## src/rtl/instr_loader_pkg.sv

```systemverilog
// Shared definitions for the instruction loader: opcodes, formats, FSM states, field layout.
// The optional opcode legality check is enabled by defining INSTR_LOADER_CHECK_EN.
package instr_loader_pkg;

  localparam int unsigned OPC_W   = 5;
  localparam int unsigned REG_W   = 5;
  localparam int unsigned IMM_W   = 17;
  localparam int unsigned TGT_W   = 27;
  localparam int unsigned INSTR_W = 32;

  // Least-significant bit of each field inside the 32-bit instruction word
  localparam int unsigned OPC_LSB   = 27;
  localparam int unsigned RD_LSB    = 22;
  localparam int unsigned RS_LSB    = 17;
  localparam int unsigned RT_LSB    = 12;
  localparam int unsigned SHAMT_LSB = 7;
  localparam int unsigned ALUOP_LSB = 2;

  localparam logic [OPC_W-1:0] OP_ALU  = 5'b00000;
  localparam logic [OPC_W-1:0] OP_ADDI = 5'b00101;
  localparam logic [OPC_W-1:0] OP_SW   = 5'b00111;
  localparam logic [OPC_W-1:0] OP_LW   = 5'b01000;
  localparam logic [OPC_W-1:0] OP_BNE  = 5'b00010;
  localparam logic [OPC_W-1:0] OP_BLT  = 5'b00110;
  localparam logic [OPC_W-1:0] OP_J    = 5'b00001;
  localparam logic [OPC_W-1:0] OP_JAL  = 5'b00011;
  localparam logic [OPC_W-1:0] OP_JR   = 5'b00100;
  localparam logic [OPC_W-1:0] OP_BEX  = 5'b10110;
  localparam logic [OPC_W-1:0] OP_SETX = 5'b10101;

  typedef enum logic [1:0] {FMT_R, FMT_I, FMT_JI, FMT_JII} fmt_e;

  typedef enum logic [1:0] {ST_IDLE, ST_LOAD, ST_DONE, ST_ERR} state_e;

  typedef struct packed {
    logic [OPC_W-1:0] opcode;
    logic [REG_W-1:0] rd;
    logic [REG_W-1:0] rs;
    logic [REG_W-1:0] rt;
    logic [REG_W-1:0] shamt;
    logic [REG_W-1:0] aluop;
    logic [IMM_W-1:0] imm;
    logic [TGT_W-1:0] target;
  } fields_t;

  // Unlisted opcodes fall back to the JI layout
  function automatic fmt_e op_format(input logic [OPC_W-1:0] op);
    case (op)
      OP_ALU:                                  return FMT_R;
      OP_ADDI, OP_SW, OP_LW, OP_BNE, OP_BLT:   return FMT_I;
      OP_JR:                                   return FMT_JII;
      default:                                 return FMT_JI;
    endcase
  endfunction

  function automatic logic op_legal(input logic [OPC_W-1:0] op);
    case (op)
      OP_ALU, OP_ADDI, OP_SW, OP_LW, OP_BNE, OP_BLT,
      OP_J, OP_JAL, OP_JR, OP_BEX, OP_SETX:    return 1'b1;
      default:                                 return 1'b0;
    endcase
  endfunction

endpackage

```

## src/rtl/instr_loader_encoder.sv

```systemverilog
// Combinational encoder: opcode plus operand fields to a 32-bit R/I/JI/JII word.
// With INSTR_LOADER_CHECK_EN defined it also flags opcodes outside the supported set.
module instr_encoder
  import instr_loader_pkg::*;
(
  input  fields_t              fields,
  output logic [INSTR_W-1:0]   word
`ifdef INSTR_LOADER_CHECK_EN
  ,
  output logic                 illegal
`endif
);

  always_comb begin
    word = '0;
    word[OPC_LSB +: OPC_W] = fields.opcode;
    case (op_format(fields.opcode))
      FMT_R: begin
        word[RD_LSB    +: REG_W] = fields.rd;
        word[RS_LSB    +: REG_W] = fields.rs;
        word[RT_LSB    +: REG_W] = fields.rt;
        word[SHAMT_LSB +: REG_W] = fields.shamt;
        word[ALUOP_LSB +: REG_W] = fields.aluop;
      end
      FMT_I: begin
        word[RD_LSB +: REG_W] = fields.rd;
        word[RS_LSB +: REG_W] = fields.rs;
        word[0      +: IMM_W] = fields.imm;
      end
      FMT_JII: word[RD_LSB +: REG_W] = fields.rd;
      default: word[0 +: TGT_W] = fields.target;
    endcase
  end

`ifdef INSTR_LOADER_CHECK_EN
  assign illegal = ~op_legal(fields.opcode);
`endif

endmodule

```

## src/rtl/instr_loader.sv

```systemverilog
// Boot-time instruction loader: accepts field bundles, encodes them and writes imem sequentially
// while holding the CPU in reset. Define INSTR_LOADER_CHECK_EN to reject unsupported opcodes.
module instr_loader
  import instr_loader_pkg::*;
#(
  parameter int unsigned       ADDR_W    = 12,
  parameter logic [ADDR_W-1:0] BASE_ADDR = '0
) (
  input  logic                clock,
  input  logic                reset,
  input  logic                start,
  input  logic                in_valid,
  output logic                in_ready,
  input  logic [OPC_W-1:0]    in_opcode,
  input  logic [REG_W-1:0]    in_rd,
  input  logic [REG_W-1:0]    in_rs,
  input  logic [REG_W-1:0]    in_rt,
  input  logic [REG_W-1:0]    in_shamt,
  input  logic [REG_W-1:0]    in_aluop,
  input  logic [IMM_W-1:0]    in_imm,
  input  logic [TGT_W-1:0]    in_target,
  input  logic                in_last,
  output logic                imem_we,
  output logic [ADDR_W-1:0]   imem_addr,
  output logic [INSTR_W-1:0]  imem_data,
  output logic                cpu_hold,
  output logic                load_done,
  output logic [ADDR_W:0]     load_count,
  output logic                err_overflow
`ifdef INSTR_LOADER_CHECK_EN
  ,
  output logic                err_illegal
`endif
);

  localparam logic [ADDR_W:0] CAPACITY = {1'b1, {ADDR_W{1'b0}}};

  state_e               state, state_n;
  fields_t              fld;
  logic [INSTR_W-1:0]   enc_word;
  logic                 accept, restart;
  logic                 we_q, we_n, ready_n, hold_n, done_n, ovf_n;
  logic [ADDR_W-1:0]    addr_n;
  logic [INSTR_W-1:0]   data_n;
  logic [ADDR_W:0]      count_n;
`ifdef INSTR_LOADER_CHECK_EN
  logic                 enc_illegal, ill_n;
`endif

  assign fld = {in_opcode, in_rd, in_rs, in_rt, in_shamt, in_aluop, in_imm, in_target};

  instr_encoder u_enc (
    .fields  (fld),
    .word    (enc_word)
`ifdef INSTR_LOADER_CHECK_EN
    ,
    .illegal (enc_illegal)
`endif
  );

  assign accept = in_valid & in_ready;

  // A reset landing in the write cycle drops that pending write
  assign imem_we = we_q & ~reset;

  // Next-state and next-output logic
  always_comb begin
    state_n = state;
    we_n    = 1'b0;
    addr_n  = imem_addr;
    data_n  = imem_data;
    hold_n  = cpu_hold;
    done_n  = load_done;
    count_n = load_count;
    ovf_n   = err_overflow;
    restart = 1'b0;
`ifdef INSTR_LOADER_CHECK_EN
    ill_n   = err_illegal;
`endif
    unique case (state)
      ST_IDLE: begin
        hold_n  = ~load_done;
        restart = start;
      end
      ST_LOAD: begin
        if (accept) begin
          if (load_count == CAPACITY) begin
            ovf_n   = 1'b1;
            hold_n  = 1'b1;
            state_n = ST_ERR;
          end
`ifdef INSTR_LOADER_CHECK_EN
          else if (enc_illegal) begin
            ill_n   = 1'b1;
            hold_n  = 1'b1;
            state_n = ST_ERR;
          end
`endif
          else begin
            we_n    = 1'b1;
            addr_n  = BASE_ADDR + load_count[ADDR_W-1:0];
            data_n  = enc_word;
            count_n = load_count + (ADDR_W+1)'(1);
            if (in_last) state_n = ST_DONE;
          end
        end
      end
      ST_DONE: begin
        // First DONE cycle carries the final write; completion shows on the next one
        done_n  = 1'b1;
        hold_n  = 1'b0;
        restart = start;
      end
      ST_ERR: begin
        hold_n  = 1'b1;
        restart = start;
      end
      default: state_n = ST_IDLE;
    endcase
    if (restart) begin
      state_n = ST_LOAD;
      count_n = '0;
      addr_n  = BASE_ADDR;
      done_n  = 1'b0;
      ovf_n   = 1'b0;
      hold_n  = 1'b1;
`ifdef INSTR_LOADER_CHECK_EN
      ill_n   = 1'b0;
`endif
    end
    ready_n = (state_n == ST_LOAD);
  end

  always_ff @(posedge clock) begin
    if (reset) begin
      state        <= ST_IDLE;
      in_ready     <= 1'b0;
      we_q         <= 1'b0;
      imem_addr    <= BASE_ADDR;
      imem_data    <= '0;
      cpu_hold     <= 1'b1;
      load_done    <= 1'b0;
      load_count   <= '0;
      err_overflow <= 1'b0;
`ifdef INSTR_LOADER_CHECK_EN
      err_illegal  <= 1'b0;
`endif
    end else begin
      state        <= state_n;
      in_ready     <= ready_n;
      we_q         <= we_n;
      imem_addr    <= addr_n;
      imem_data    <= data_n;
      cpu_hold     <= hold_n;
      load_done    <= done_n;
      load_count   <= count_n;
      err_overflow <= ovf_n;
`ifdef INSTR_LOADER_CHECK_EN
      err_illegal  <= ill_n;
`endif
    end
  end

endmodule

```

## config.mk

```make
export PLATFORM = sky130hd
export DESIGN_NAME = instr_loader
export DESIGN_NICKNAME = d
export VERILOG_FILES = /design/src/rtl/instr_loader_pkg.sv /design/src/rtl/instr_loader_encoder.sv /design/src/rtl/instr_loader.sv
export SDC_FILE = /design/constraint.sdc
export NUM_CORES = 1
export LEC_CHECK = 0
export ABC_AREA = 1
export BUFFER_PORTS_ARGS = -buffer_cell sky130_fd_sc_hd__buf_2
export CORE_UTILIZATION = 52
export CTS_CLUSTER_DIAMETER = 120
export CTS_CLUSTER_SIZE = 12
export DETAILED_ROUTE_END_ITERATION = 12
export GPL_ROUTABILITY_DRIVEN = 0
export GPL_TIMING_DRIVEN = 0
export PLACE_DENSITY = 0.85
export SLEW_MARGIN = 15
export SYNTH_ARGS = -nofsm -noshare
export SYNTH_HDL_FRONTEND = slang
export SYNTH_SLANG_ARGS = --single-unit
```

## constraint.sdc

```tcl
create_clock -name clock -period 3.2 [get_ports clock]
set_input_delay 0.48 -clock clock [delete_from_list [all_inputs] [get_ports clock]]
set_output_delay 0.48 -clock clock [all_outputs]
set_load 0.005 [all_outputs]
```

==> results.txt <==
----------------------------------------------------
[Layout]
  Filler instances ... 588
  Post-synthesis to final-layout area growth ... 28.8%
  Highest-count cells in the layout ignoring fill and taps ... nand2_1 (191), buf_2 (150), nor2_1 (119)
  Most common library cell in the layout ignoring fill and taps ... nand2_1
  Layout cell share with drive strength beyond 1 ... 0.267
  Inserted Diodes ... 0
  Total number of nets in the final design ... about 790
  Final std cell area, no fill ... 4400 sq um

[GRT]
  Initial antenna violation count ... 0
  First-pass GRT wire length ... ~15 mm
  Number of global-route vias before repair ... 3,598
  Overall routing resource usage ... 0.275
  Maximum number of pins on one net before global-route repair ... 12
  Total grt overflow ... 0

[STA]
  WHS ... roughly 320 ps
  Minimum setup slack in the final design ... 1200 ps
  Clock skew after layout ... roughly 7.6 ps
  Max-slew violations ... 0
  Highest clock rate ... ~500 MHz
  Number of failing hold endpoints at the final stage ... 0
  Final setup violation count ... 0
  RSZ-0062 raised after global routing ... no
  Post-layout min period ... approximately 2000 ps
  Relative max-transition margin ... 0.697
  Total Neg Setup Slack ... 0 ps
  Share of the clock period used by the worst path after layout ... 0.625
  Slew at the pin closest to its max-slew limit ... 454 ps

[Worst setup path]
  Crit. Startpoint ... load_count[0]$_SDFFE_PP0P_
  Setup slack of the most critical reg-to-reg path ... between 1000 and 1500 ps
  Reg2Reg Depth ... 11
  Critical-path cell list ... inv_1 -> ha_1 -> nand2_1 -> inv_1 -> nand3_1 -> inv_1 -> nand2_1 -> nand2_2 -> buf_2 -> o21ai_0 -> nor2_1
  Category of the worst setup path capture point ... flop
  Arrival time of the worst setup path ... 2240 ps
  Most frequent cell on the critical path ... inv_1
  Worst path slowest cell ... dfxtp_1
  Startpoint-to-endpoint class of the critical path ... reg2reg
  Worst-path fanout max ... 10
  Maximum single-stage delay on the critical path ... ~550 ps
  Startpoint of the worst register-to-register path ... load_count[0]$_SDFFE_PP0P_
  Kind of start point of the critical path ... flop
  Required time of the worst setup path ... between 3000 and 4000 ps
  Endpoint of the most critical register-to-register path ... imem_addr[1]$_SDFFE_PP0P_
  Worst setup path end ... imem_addr[1]$_SDFFE_PP0P_

[Yosys]
  Cell area after technology mapping ... 3410 sq um
  Mean area per synthesized cell ... 6.14 sq um
  Async set-reset flop share out of synthesis ... 0
  Sequential fraction of the synthesis area ... 0.375
  Syn Inst Count ... 556
  Post-synthesis net count ... 637
  Primary FF master, synth ... dfxtp_1
  Netlist cell types ... 25
  Yosys warns ... 0
  Number of enable flip-flop cells after synthesis ... 0
  Number of register bits inferred by synthesis ... 64

[Status]
  Run status ... finished clean

[Power and ir drop]
  Static power due to leakage ... 2.38 nW
  Flop pwr share ... 0.478
  Net Switching ... 0.465 mW
  Pint ... 1.27 mW
  Maximum vdd ir drop ... 0.257 mV
  Clk pwr share ... 0.392
  Combinational cell fraction of total power ... 0.130
  Switching fraction of total power ... 0.268
  Pwr Density ... 394 nW/um^2

[Floorplanning]
  Number of cell rows ... 29
  Vertical extent of the die ... 83.0 microns
  Core area ... between 6000 and 7000 sq um
  Count of pins on the block boundary ... 141
  Die W ... 83.0 microns
  Starting Density ... 0.538
  Die Outline Area ... 6890 sq um

[Placement]
  Port bufs ... 140
  HPWL after DPL ... ~7 mm
  Minimum setup slack after placement ... ~1200 ps
  Placed standard-cell area ... 4210 sq um

[Detailed routing]
  DRT Wirelength ... 9.28 mm
  Vias/cell ... roughly 4.9
  DR iter-0 viols ... 182
  DR WL/cell ... 11.8 microns
  Routed Antenna Nets ... 0
  Total via count after detailed routing ... 3,888
  Remaining DRCs ... 0
  Detailed-router iteration count before antenna repair ... 7

[Clock tree]
  Post-CTS Repair Setup Buffers ... 0
  CTS sink count ... 64
  Clock transition at the registers of the reported paths ... approximately 70 ps
  TritonCTS clock tree ... done
  Number of buffers inserted during clock tree synthesis ... 9
  Clk Latency, worst-skew pair ... between 300 and 400 ps
  CTS Root Cell ... clkbuf_8
  Post-cts resize count ... 0
  Hold buffer count at cts ... 0
  Number of buffers on the longest clock path ... 2
  Number of H-tree levels ... 3

[Min path]
  Min-Delay Path Class ... in2reg
  Startpoint of the worst hold path ... reset

[Flow run]
  Total of max-cap violations ... 0

----------------------------------------------------
==> flip-flops by register name, summed over array words and instances (netlist names) <==
signal,count
we_q,1
load_count,13
state,2
imem_data,32
cpu_hold,1
in_ready,1
load_done,1
err_overflow,1
imem_addr,12
==> critical path, delay by kind of cell (launching register included) <==
family          cells  cell delay, ps
flops               1             550
simple gates        5             460
buf+inv             4             450
fa+ha+maj           1             240
compound gates      1             190
==> worst min-delay path by stage <==
stage / endpoint / slack [ps] / cells after the start
finish: we_q$_SDFF_PP0_ / 320 / 2
global route: we_q$_SDFF_PP0_ / 310 / 2
CTS: we_q$_SDFF_PP0_ / 310 / 2
detailed placement: err_overflow$_SDFFE_PP0P_ / 440 / 2
global placement: err_overflow$_SDFFE_PP0P_ / 440 / 2
floorplan: err_overflow$_SDFFE_PP0P_ / 450 / 2
==> stage by stage <==
step                instances  utilization  power [mW]
global placement          773        0.663        1.06
global route              789        0.693        1.80
detailed placement        773        0.663        1.07
floorplan                 556            -       0.968
finish                    789        0.693        1.73
CTS                       789        0.693        1.74
==> kinds of logic (layout without fill, tap and decap cells) <==
group           Yosys count  after routing  share of synthesized area
simple gates            357            357                      0.424
xor+xnor                  4              4                     0.0103
flops                    64             64                      0.375
compound gates           47             47                     0.0733
buf+inv                  82            238                      0.110
fa+ha+maj                 2              2                    0.00733
==> cell type report <==
| cell class | count | area [sq um] | share of cell area |
|---|---|---|---|
| Multi-Input combinational cell | 410 | 1760 | 0.399 |
| Sequential cell | 64 | 1280 | 0.291 |
| Timing Repair Buffer | 140 | 701 | 0.159 |
| Inverter | 57 | 214 | 0.0486 |
| Buffer | 25 | 161 | 0.0367 |
| Clock buffer | 10 | 128 | 0.0290 |
| Tap cell | 77 | 96.3 | 0.0219 |
| Clock inverter | 6 | 60.1 | 0.0137 |
==> cell usage after synthesis, types with 2 or more instances <==
cell	n	area, sq um
nor2_1	119	447
clkbuf_1	3	11.3
dfxtp_1	64	1280
buf_4	4	30.0
buf_6	5	56.3
nand4_1	5	31.3
clkbuf_2	2	10.0
nor2_2	2	12.5
ha_1	2	25.0
inv_1	53	199
nand3_1	31	155
buf_2	10	50.1
nand2_1	191	717
nor2_4	2	22.5
o21ai_0	22	110
inv_2	4	15.0
nand3b_1	3	22.5
o21ai_1	4	20.0
xor2_1	4	35.0
a21oi_1	19	95.1
nand2_2	3	18.8
==> power groups by stage <==
| stage | logic [mW] | clock network, mW | registers, mW |
|---|---|---|---|
| 2_1_floorplan | 0.120 | 0 | 0.849 |
| 3_3_place_gp | 0.218 | 0 | 0.846 |
| 3_5_place_dp | 0.224 | 0 | 0.848 |
| 4_1_cts | 0.224 | 0.684 | 0.829 |
| 5_1_grt | 0.254 | 0.713 | 0.832 |
| 6_report | 0.224 | 0.680 | 0.829 |
==> layer usage <==
metal / share of wire / global-route usage / vias up
met5: 0 / 0 / -
met3: 0.081 / 0.0636 / 23
met1: 0.39 / 0.294 / 1705
met2: 0.50 / 0.501 / 169
li1: - / - / 1991
met4: 0.029 / 0.141 / 0
No activity file was read; power rests on OpenSTA's default activity.
